==> config.mk <==
export PLATFORM = sky130hd
export DESIGN_NAME = rs_drive_ctrl
export DESIGN_NICKNAME = d
export VERILOG_FILES = /design/src/rtl/rs_pkg.sv /design/src/rtl/rs_drive_ctrl.sv
export SDC_FILE = /design/constraint.sdc
export NUM_CORES = 1
export LEC_CHECK = 0
export CAP_MARGIN = 30
export CELL_PAD_IN_SITES_DETAIL_PLACEMENT = 1
export CELL_PAD_IN_SITES_GLOBAL_PLACEMENT = 1
export CORE_MARGIN = 3
export CORE_UTILIZATION = 40
export CTS_CLUSTER_DIAMETER = 150
export CTS_CLUSTER_SIZE = 16
export DETAILED_ROUTE_END_ITERATION = 16
export GPL_TIMING_DRIVEN = 0
export PLACE_DENSITY_LB_ADDON = 0.1
export SYNTH_ARGS = -nofsm -noshare
export SYNTH_HDL_FRONTEND = slang
export SYNTH_SLANG_ARGS = --single-unit
==> constraint.sdc <==
create_clock -name Clk -period 3.7 [get_ports Clk]
set_input_delay 0.37 -clock Clk [delete_from_list [all_inputs] [get_ports Clk]]
set_output_delay 0.37 -clock Clk [all_outputs]
set_load 0.01 [all_outputs]
==> src/rtl/rs_pkg.sv <==
// Shared state type and default timing for the RS flip-flop drive controller.
package rs_pkg;

    typedef enum logic [2:0] {
        StInit,
        StIdle,
        StDrvS,
        StDrvR,
        StGuard
    } drv_state_e;

    localparam int unsigned PulseWDefault = 2;
    localparam int unsigned GuardWDefault = 1;

endpackage

==> src/rtl/rs_drive_ctrl.sv <==
// Command front-end for a gated RS flip-flop: turns single-cycle set/clear
// requests into fixed-width, mutually exclusive R/S pulses with a guard gap,
// tracks the expected latch state and flags disagreement with the fed-back Q.
module rs_drive_ctrl
    import rs_pkg::*;
#(
    parameter int unsigned PULSE_W = PulseWDefault,
    parameter int unsigned GUARD_W = GuardWDefault
) (
    input  logic Clk,
    input  logic Rst,
    input  logic SetReq,
    input  logic ClrReq,
    input  logic QFb,
    output logic Ready,
    output logic S,
    output logic R,
    output logic QExp,
    output logic Done,
    output logic Conflict,
    output logic Mismatch
);

    localparam int unsigned MaxW = (PULSE_W > GUARD_W) ? PULSE_W : GUARD_W;
    localparam int unsigned CntW = $clog2(MaxW + 1);

    localparam logic [CntW-1:0] PulseCnt = CntW'(PULSE_W);
    localparam logic [CntW-1:0] GuardCnt = CntW'(GUARD_W);
    localparam logic [CntW-1:0] CntOne   = CntW'(1);
    localparam logic [CntW-1:0] CntTwo   = CntW'(2);

    drv_state_e      state;
    logic [CntW-1:0] cnt;
    // Set while the current guard follows a user command, so init raises no Done.
    logic            from_cmd;

    // Single FSM with every output registered alongside the state.
    always_ff @(posedge Clk) begin
        if (Rst) begin
            state    <= StInit;
            cnt      <= PulseCnt;
            from_cmd <= 1'b0;
            Ready    <= 1'b0;
            S        <= 1'b0;
            R        <= 1'b0;
            QExp     <= 1'b0;
            Done     <= 1'b0;
            Conflict <= 1'b0;
            Mismatch <= 1'b0;
        end else begin
            Done     <= 1'b0;
            Conflict <= 1'b0;
            unique case (state)
                StInit: begin
                    // R is still low in the first cycle out of reset: start the clear pulse.
                    if (!R) begin
                        R <= 1'b1;
                    end else if (cnt == CntOne) begin
                        R        <= 1'b0;
                        state    <= StGuard;
                        cnt      <= GuardCnt;
                        from_cmd <= 1'b0;
                    end else begin
                        cnt <= cnt - CntOne;
                    end
                end
                StIdle: begin
                    if (SetReq && ClrReq) begin
                        Conflict <= 1'b1;
                    end else if (SetReq) begin
                        state    <= StDrvS;
                        S        <= 1'b1;
                        Ready    <= 1'b0;
                        cnt      <= PulseCnt;
                        Mismatch <= 1'b0;
                    end else if (ClrReq) begin
                        state    <= StDrvR;
                        R        <= 1'b1;
                        Ready    <= 1'b0;
                        cnt      <= PulseCnt;
                        Mismatch <= 1'b0;
                    end
                end
                StDrvS, StDrvR: begin
                    if (cnt == CntOne) begin
                        state    <= StGuard;
                        S        <= 1'b0;
                        R        <= 1'b0;
                        cnt      <= GuardCnt;
                        from_cmd <= 1'b1;
                        QExp     <= (state == StDrvS);
                        // With a one-cycle guard the first guard cycle is also the last.
                        Done     <= (GuardCnt == CntOne);
                    end else begin
                        cnt <= cnt - CntOne;
                    end
                end
                StGuard: begin
                    if (cnt == CntOne) begin
                        state    <= StIdle;
                        Ready    <= 1'b1;
                        cnt      <= PulseCnt;
                        from_cmd <= 1'b0;
                        if (QFb != QExp) begin
                            Mismatch <= 1'b1;
                        end
                    end else begin
                        cnt  <= cnt - CntOne;
                        Done <= from_cmd && (cnt == CntTwo);
                    end
                end
                default: begin
                    state <= StInit;
                end
            endcase
        end
    end

endmodule

# Yosys cells after proc, flatten, opt, wreduce, memory -nomap -nowiden

Cells that the tools add are included.

Register bits after elaboration: 13
Input bits: 5
Output and inout bits: 7
Logic and storage cells: 85

Add/sub/neg operators: 1
Equality and inequality tests: 16
Muxes and demuxes: 39
Bitwise gates (word level): 1
Reductions and logical operators: 18

Operator list:

| cell               | number |
|---|---|
| $mux 1             | 19 |
| $mux 3             | 6 |
| $ne 2x2->1 const B | 8 |
| $reduce_and 4->1   | 4 |
| $mux 2             | 6 |
| $pmux 3 s4         | 1 |
| $reduce_and 5->1   | 2 |
| $pmux 1 s2         | 4 |
| $pmux 2 s4         | 1 |
| $eq 3x2->1 const B | 2 |
| $pmux 1 s3         | 2 |
| $reduce_bool 3->1  | 2 |
| $reduce_bool 2->1  | 2 |
| $reduce_bool 4->1  | 1 |
| $reduce_or 2->1    | 2 |
| $eq 3x1->1 const B | 1 |
| $eq 3x3->1 const B | 1 |
| $logic_not 3->1    | 1 |
| $ne 3x3->1 const B | 1 |
| $reduce_and 3->1   | 1 |
| $eq 2x1->1 const B | 1 |
| $eq 2x2->1 const B | 1 |
| $logic_and 1x1->1  | 2 |
| $reduce_and 2->1   | 1 |
| 3 further kinds    | 3 |

# Longest topological paths before layout

Gate-level depths: netlist of run 1.

Depth in word-level cells: 4
Depth in mapped cells: 6
Gate-level depth less buffers: 6

# Least setup slack after synthesis of run 1

Ideal clock, no wire load.

Path type: register to register
Start: register cnt[0]
End: register R
Arrival time: 1111 ps
Data required time: 3627 ps
Slack: 2516 ps
Stages on the path, launching flop included: 6
Buffers on the path: 0
Cells stage by stage: dfxtp_1 ha_1 nor2b_1 a311oi_1 nor2_1 nor3_2

Cells in the longest elaborated chain, start to end: 4

Ends and longest elaborated chain:

| what                   | line                                     | source |
|---|---|---|
| start, declared        | rs_drive_ctrl.sv:33                      | `logic [CntW-1:0] cnt;` |
| start signal, assigned | rs_drive_ctrl.sv:41                      | `cnt <= PulseCnt;` |
| start signal, assigned | rs_drive_ctrl.sv:61                      | `cnt <= GuardCnt;` |
| start signal, assigned | rs_drive_ctrl.sv:64                      | `cnt <= cnt - CntOne;` |
| $eq 2x1->1 *           | rs_drive_ctrl.sv:58, rs_drive_ctrl.sv:85 |  |
| $mux 1                 | rs_drive_ctrl.sv:58                      | `end else if (cnt == CntOne) begin` |
| $mux 1                 | rs_drive_ctrl.sv:56                      | `if (!R) begin` |
| $pmux 1 s3             | rs_drive_ctrl.sv:53                      | `unique case (state)` |
| end signal, assigned   | rs_drive_ctrl.sv:57                      | `R <= 1'b1;` |
| end signal, assigned   | rs_drive_ctrl.sv:59                      | `R <= 1'b0;` |
| end signal, assigned   | rs_drive_ctrl.sv:88                      | `R <= 1'b0;` |
| end, declared          | rs_drive_ctrl.sv:17                      | `output logic R,` |

Every way passes the cells marked *; elsewhere a longest branch is shown, timed or not.
A chain may end at the register's enable or synchronous reset.

# Worst setup path in the final report of run 1

Start: register R
End: output R

RTL lines:

| what                   | line                | source |
|---|---|---|
| start signal, assigned | rs_drive_ctrl.sv:45 | `R <= 1'b0;` |
| start signal, assigned | rs_drive_ctrl.sv:57 |  |
| start signal, assigned | rs_drive_ctrl.sv:59 |  |

No word-level cell between the ends.

==> metrics.csv, run 1 <==
metric,value,unit
fraction of layout cells with a size suffix above 1,15.05,%
final period demand of the worst path,1587,ps
CP Capture Type,output pin,
CTS tree,done,
Max H-tree Level,1,
Post-Synthesis Cells,78,
"Seq/Total Area, Yosys",37.55,%
CP Launch Type,flop,
setup bufs post-CTS,0,
TNS Setup,0,ps
CTS buffer count,3,
VDD IR max,195.6,µV
Initial Util,43.97,%
"Hold-fix buffers, CTS",0,
grt ovf,0,
Unique masters post-synth,33,
"top cells by area, synth","dfxtp_1 (38%), ha_1 (5.4%), a21oi_1 (5.1%), nor2_1 (4.3%), nor2b_1 (3.6%)",
Wirelength per Cell,16.13,µm
leading area contributor after synthesis,dfxtp_1,
Resized Gates After CTS,0,
synth warn,0,
period utilization,42.90,%
fmax,0.6299,GHz
clk_lat worst skew,290,ps
1st-iter DRT viols,14,
die area,2269,µm²
vias in the first global route,623,
outcome,"complete, no violations",
clock root cell,clkbuf_4,
largest delay contributor family on the critical path,buffers and inverters,
width of the die,47.63,µm
largest net degree at the start of global routing,11,
area added between synthesis and finish,22.56,%
hold violation total from the final report,0,
crit-path max FO,4,
# setup viols final,0,
Max Cap Viol,0,
chip height,47.63,µm
Clock Path Buffers,2,
CP peak stage delay,550,ps
DP HPWL,1.287,mm
switching part of the total,28.16,%
Synth top area share,37.55,%
Rows,14,
Mapped Area,693.2,µm²
Setup Skew,3.676,ps
syn nets,86,
Int Pwr,0.0002106,W
Cell Pwr Density,345.1,nW/µm²
Seq cells post-synth,13,
fin util,53.89,%
Final nets,102,
Crit Path Class,reg -> out,
worst path cell trace,clkdlybuf4s50_1,
Post-synth EDFFs,0,
# DRC,0,
crit path DAT,1220,ps
WP buf/inv,1,
final max-slew violation count,0,
asr flop ratio synth,0,%
antenna cells,0,
initial antenna violation count,0,
vias,641,
Worst-Margin Slew,515.3,ps
Initial DRT Pass Iterations,4,
total core area,1577,µm²
slowest CP cell,clkdlybuf4s50_1,
P_leak,0.3380,nW
Boundary Pins,12,
most frequent cells in the layout,"dfxtp_1 (13), clkdlybuf4s50_1 (11), nor2_1 (8)",
Final ANT Viol Nets,0,
first-pass GRT wire length,2.829,mm
port bufs,11,
RSZ-0062 raised after global routing,no,
GRT Total Usage,18.32,%
NetSw,0.00008256,W
clock share of power,32.0,%
hold crit path type,reg -> reg,
register-to-register setup slack,2270,ps
Synth Area per Inst,8.887,µm²
GPL Wtd Cong,0.7921,
# clock sinks,13,
"commonest non-fill, non-tap cell in the layout",dfxtp_1,
Worst-path clk slew,80,ps
Logic pwr share,16.8,%
DRT Wirelength,1.758,mm
vias per cell,5.881,
WP data required,3330,ps
max_slew headroom,65.65,%
top_reg_cell synth,dfxtp_1,
Sequential Power Share,51.2,%
==> registers in the layout, summed over array words and instances (netlist names) <==
register and cells:
state 3, cnt 2, Conflict 1, Done 1, Mismatch 1, QExp 1, R 1, Ready 1
S 1, from_cmd 1
==> cells by family after synthesis <==
logic type	Yosys count	share of synthesized area, %
buffers and inverters	9	6.498
AND/OR/NAND/NOR	29	25.81
XOR/XNOR	2	3.611
AO/OA/AOI/OAI	22	21.12
flip-flops	13	37.55
adder cells (fa/ha/maj)	3	5.416
==> power groups by stage <==
stage	clock network (W)	registers, W	logic, W
finish	0.0000937	0.000150	0.0000493
global route	0.000103	0.000151	0.0000537
CTS	0.0000944	0.000150	0.0000496
detailed placement	0	0.000153	0.0000482
global placement	0	0.000153	0.0000465
floorplan	0	0.000152	0.0000322
==> metrics by stage <==
stage	instances	hold slack, ps	total power, W	setup WS (ps)	instance area [µm²]
finish	109	473.0	0.0002932	2113	849.6
global route	109	507.2	0.0003069	2056	849.6
CTS	109	477.4	0.0002938	2111	849.6
detailed placement	105	464.5	0.0002014	1946	823.3
global placement	105	455.2	0.0001992	1962	823.3
floorplan	78	469.3	0.0001843	2516	693.2
==> Yosys cell counts (2+ instances only) <==
master	instances
and3_1	3
inv_1	5
a311oi_1	2
nand2_1	4
o22ai_1	2
ha_1	3
dfxtp_1	13
a31oi_1	3
a21oi_1	7
nor2_1	8
nor2b_1	4
a211oi_1	2
nand2b_1	2
==> cell type report <==
cell class / instances / area, µm²
Buffer: 3 / 22.52
Clock buffer: 4 / 26.28
Fill cell: 193 / 726.9
Inverter: 6 / 22.52
Multi-Input combinational cell: 56 / 387.9
Sequential cell: 13 / 260.3
Tap cell: 16 / 20.02
Timing Repair Buffer: 11 / 110.1
==> routing by layer <==
metal | routed length, µm | GRT usage, % | vias to the layer above
met1 | 792 | 21.40 | 313
li1 | - | - | 305
met2 | 849 | 30.75 | 16
met3 | 61 | 4.511 | 7
met5 | 0 | 0 | -
met4 | 54 | 9.677 | 0
==> final timing paths <==
check,to,start,cells after the start
setup / recovery,R,R,1
hold / removal,S,S,2
setup reg to reg,R,cnt[0],5
hold reg to reg,S,S,2
(Power assumes the default switching activity.)
==> inputs of run 2 (changes only) <==
--- a/config.mk
+++ b/config.mk
@@ -9,7 +9,7 @@
 export CELL_PAD_IN_SITES_DETAIL_PLACEMENT = 1
 export CELL_PAD_IN_SITES_GLOBAL_PLACEMENT = 1
 export CORE_MARGIN = 3
-export CORE_UTILIZATION = 40
+export CORE_UTILIZATION = 37
 export CTS_CLUSTER_DIAMETER = 150
 export CTS_CLUSTER_SIZE = 16
 export DETAILED_ROUTE_END_ITERATION = 16
==> constraint.sdc (replaced) <==
create_clock -name Clk -period 1.6 [get_ports Clk]
set_input_delay 0.16 -clock Clk [delete_from_list [all_inputs] [get_ports Clk]]
set_output_delay 0.16 -clock Clk [all_outputs]
set_load 0.01 [all_outputs]
==> run 2 against run 1 <==
Clock power increased by 140%. Critical endpoint is now cnt[0]. Clock skew increased by 3.0 ps. Total power increased by 130%.
==> metrics.csv, run 2 (synthesized netlist as in run 1, its figures left out) <==
metric,value,unit,change
setup bufs post-CTS,0,,unchanged
Resized Gates After CTS,0,,unchanged
final max-slew violation count,0,,unchanged
GRT Total Usage,15.85,%,-2.5 points
antenna cells,0,,unchanged
worst path cell trace,inv_1 > ha_1 > nor4_1 > a21oi_1 > o22ai_1 > o21a_1,,
Worst-Margin Slew,495.2,ps,-20.10 ps
1st-iter DRT viols,8,,-6
first-pass GRT wire length,2.898,mm,+2.4%
grt ovf,0,,unchanged
WP data required,1840,ps,-1490 ps
"commonest non-fill, non-tap cell in the layout",dfxtp_1,,
# DRC,0,,unchanged
Wirelength per Cell,13.75,µm,-15%
chip height,49.29,µm,+3.5%
max reg flops,3,,unchanged
Rows,15,,+1
clk_lat worst skew,290,ps,about the same
width of the die,49.29,µm,+3.5%
outcome,"complete, no violations",,
Max H-tree Level,1,,unchanged
R2R Path Start,cnt[1],,
clock share of power,32.6,%,+0.6 points
Final nets,102,,unchanged
Fillers,211,,+9.3%
Setup Skew,6.635,ps,+2.959 ps
Clock Path Buffers,2,,unchanged
crit-path max FO,7,,+3
Logic pwr share,16.5,%,-0.3 points
critical path depth,6,,+5
# clock sinks,13,,unchanged
Reg with most FFs,state,,
final period demand of the worst path,1427,ps,
area occupied by multi-input gates,387.9,µm²,unchanged
CP Capture Type,flop,,
DP HPWL,1.183,mm,-8.1%
area added between synthesis and finish,24.19,%,
NetSw,0.0001933,W,+130%
fmax,0.7009,GHz,
CP Launch Type,flop,,
Final ANT Viol Nets,0,,unchanged
Initial DRT Pass Iterations,4,,unchanged
fraction of layout cells with a size suffix above 1,15.05,%,unchanged
hold crit path type,reg -> reg,,
crit path from,cnt[1],,
flip-flop and latch area,260.3,µm²,unchanged
TNS Setup,0,ps,unchanged
Sequential Power Share,50.9,%,-0.3 points
Max Cap Viol,0,,unchanged
max_slew headroom,66.99,%,+1.3 points
hold path depth,2,,unchanged
# placed instances,114,,+8.6%
GPL Wtd Cong,0.7327,,-7.5%
top flop regs,"state (3), cnt (2)",,
Crit Path Class,reg -> reg,,
Initial Util,39.71,%,-4.3 points
Boundary Pins,12,,unchanged
Finished Layout Cells,118,,+8.3%
port bufs,11,,unchanged
RSZ-0062 raised after global routing,no,,
# setup viols final,0,,unchanged
Int Pwr,0.0004863,W,+130%
initial antenna violation count,0,,unchanged
switching part of the total,28.45,%,+0.29 points
register-to-register setup slack,170,ps,-2100 ps
P_leak,0.3380,nW,unchanged
hold violation total from the final report,0,,unchanged
period utilization,89.18,%,
vias in the first global route,642,,+3.0%
largest net degree at the start of global routing,11,,unchanged
VDD IR max,382.5,µV,+96%
die area,2429,µm²,+7.1%
reg-to-reg critical path endpoint,cnt[0],,
"Hold-fix buffers, CTS",0,,unchanged
crit path DAT,1670,ps,+450 ps
total core area,1745,µm²,+11%
DRT Wirelength,1.623,mm,-7.7%
worst setup path end,cnt[0],,
most frequent cells in the layout,"dfxtp_1 (13), clkdlybuf4s50_1 (11), nor2_1 (8)",,
Cell Pwr Density,789.5,nW/µm²,+130%
CTS buffer count,3,,unchanged
depth of the worst register-to-register path,6,,+1
slowest CP cell,dfxtp_1,,
Worst-path clk slew,90,ps,about the same
vias per cell,5.153,,-12%
CP peak stage delay,400,ps,-150 ps
vias,608,,-5.1%
largest delay contributor family on the critical path,flip-flops,,
WP buf/inv,1,,unchanged
CTS tree,done,,
clock root cell,clkbuf_4,,
==> run 2: final cells by class <==
class | instances | area share, %
timing repair buffer | 11 | 12.79
sequential | 13 | 30.23
clock buffer | 4 | 3.052
multi-input combinational | 56 | 45.06
tap | 25 | 3.634
inverter | 6 | 2.616
buffer | 3 | 2.616
==> run 2: worst min path at each step <==
| stage | from | endpoint | slack, ps |
|---|---|---|---|
| floorplan | Rst | cnt[0] | 310 |
| global placement | S | S | 460 |
| detailed placement | S | S | 460 |
| CTS | S | S | 470 |
| global route | S | S | 530 |
| finish | S | S | 470 |
==> run 2: power by group through the flow <==
stage / Combinational, W / Sequential (W) / Clock (W)
2_1_floorplan: 0.0000745 / 0.000352 / 0
3_3_place_gp: 0.000107 / 0.000353 / 0
3_5_place_dp: 0.000110 / 0.000353 / 0
4_1_cts: 0.000114 / 0.000346 / 0.000228
5_1_grt: 0.000128 / 0.000348 / 0.000244
6_report: 0.000112 / 0.000346 / 0.000221
==> run 2: worst reg2reg max path, stage by stage (launching register included) <==
cell,delay [ps]
dfxtp_1,400
inv_1,60
ha_1,270
nor4_1,290
a21oi_1,90
o22ai_1,150
o21a_1,120
==> run 2: metal layers <==
| metal | GRT usage, % | wire length, µm |
|---|---|---|
| met3 | 3.058 | 91 |
| met1 | 19.93 | 755 |
| met2 | 24.55 | 737 |
| met5 | 0 | 0 |
| met4 | 9.953 | 38 |
==> run 2: stage by stage <==
stage / util, % / cell area [µm²] / setup WS (ps) / power (W) / hold WS (ps)
after global routing: 49.32 / 860.8 / 65.72 / 0.0007194 / 527.6
after global placement: 47.81 / 834.6 / 56.62 / 0.0004606 / 457.6
after floorplan: - / 693.2 / 415.6 / 0.0004263 / 314.9
after CTS: 49.32 / 860.8 / 213.4 / 0.0006877 / 474.7
final: 49.32 / 860.8 / 173.2 / 0.0006796 / 472.6
after detailed placement: 47.81 / 834.6 / 33.05 / 0.0004639 / 459.2
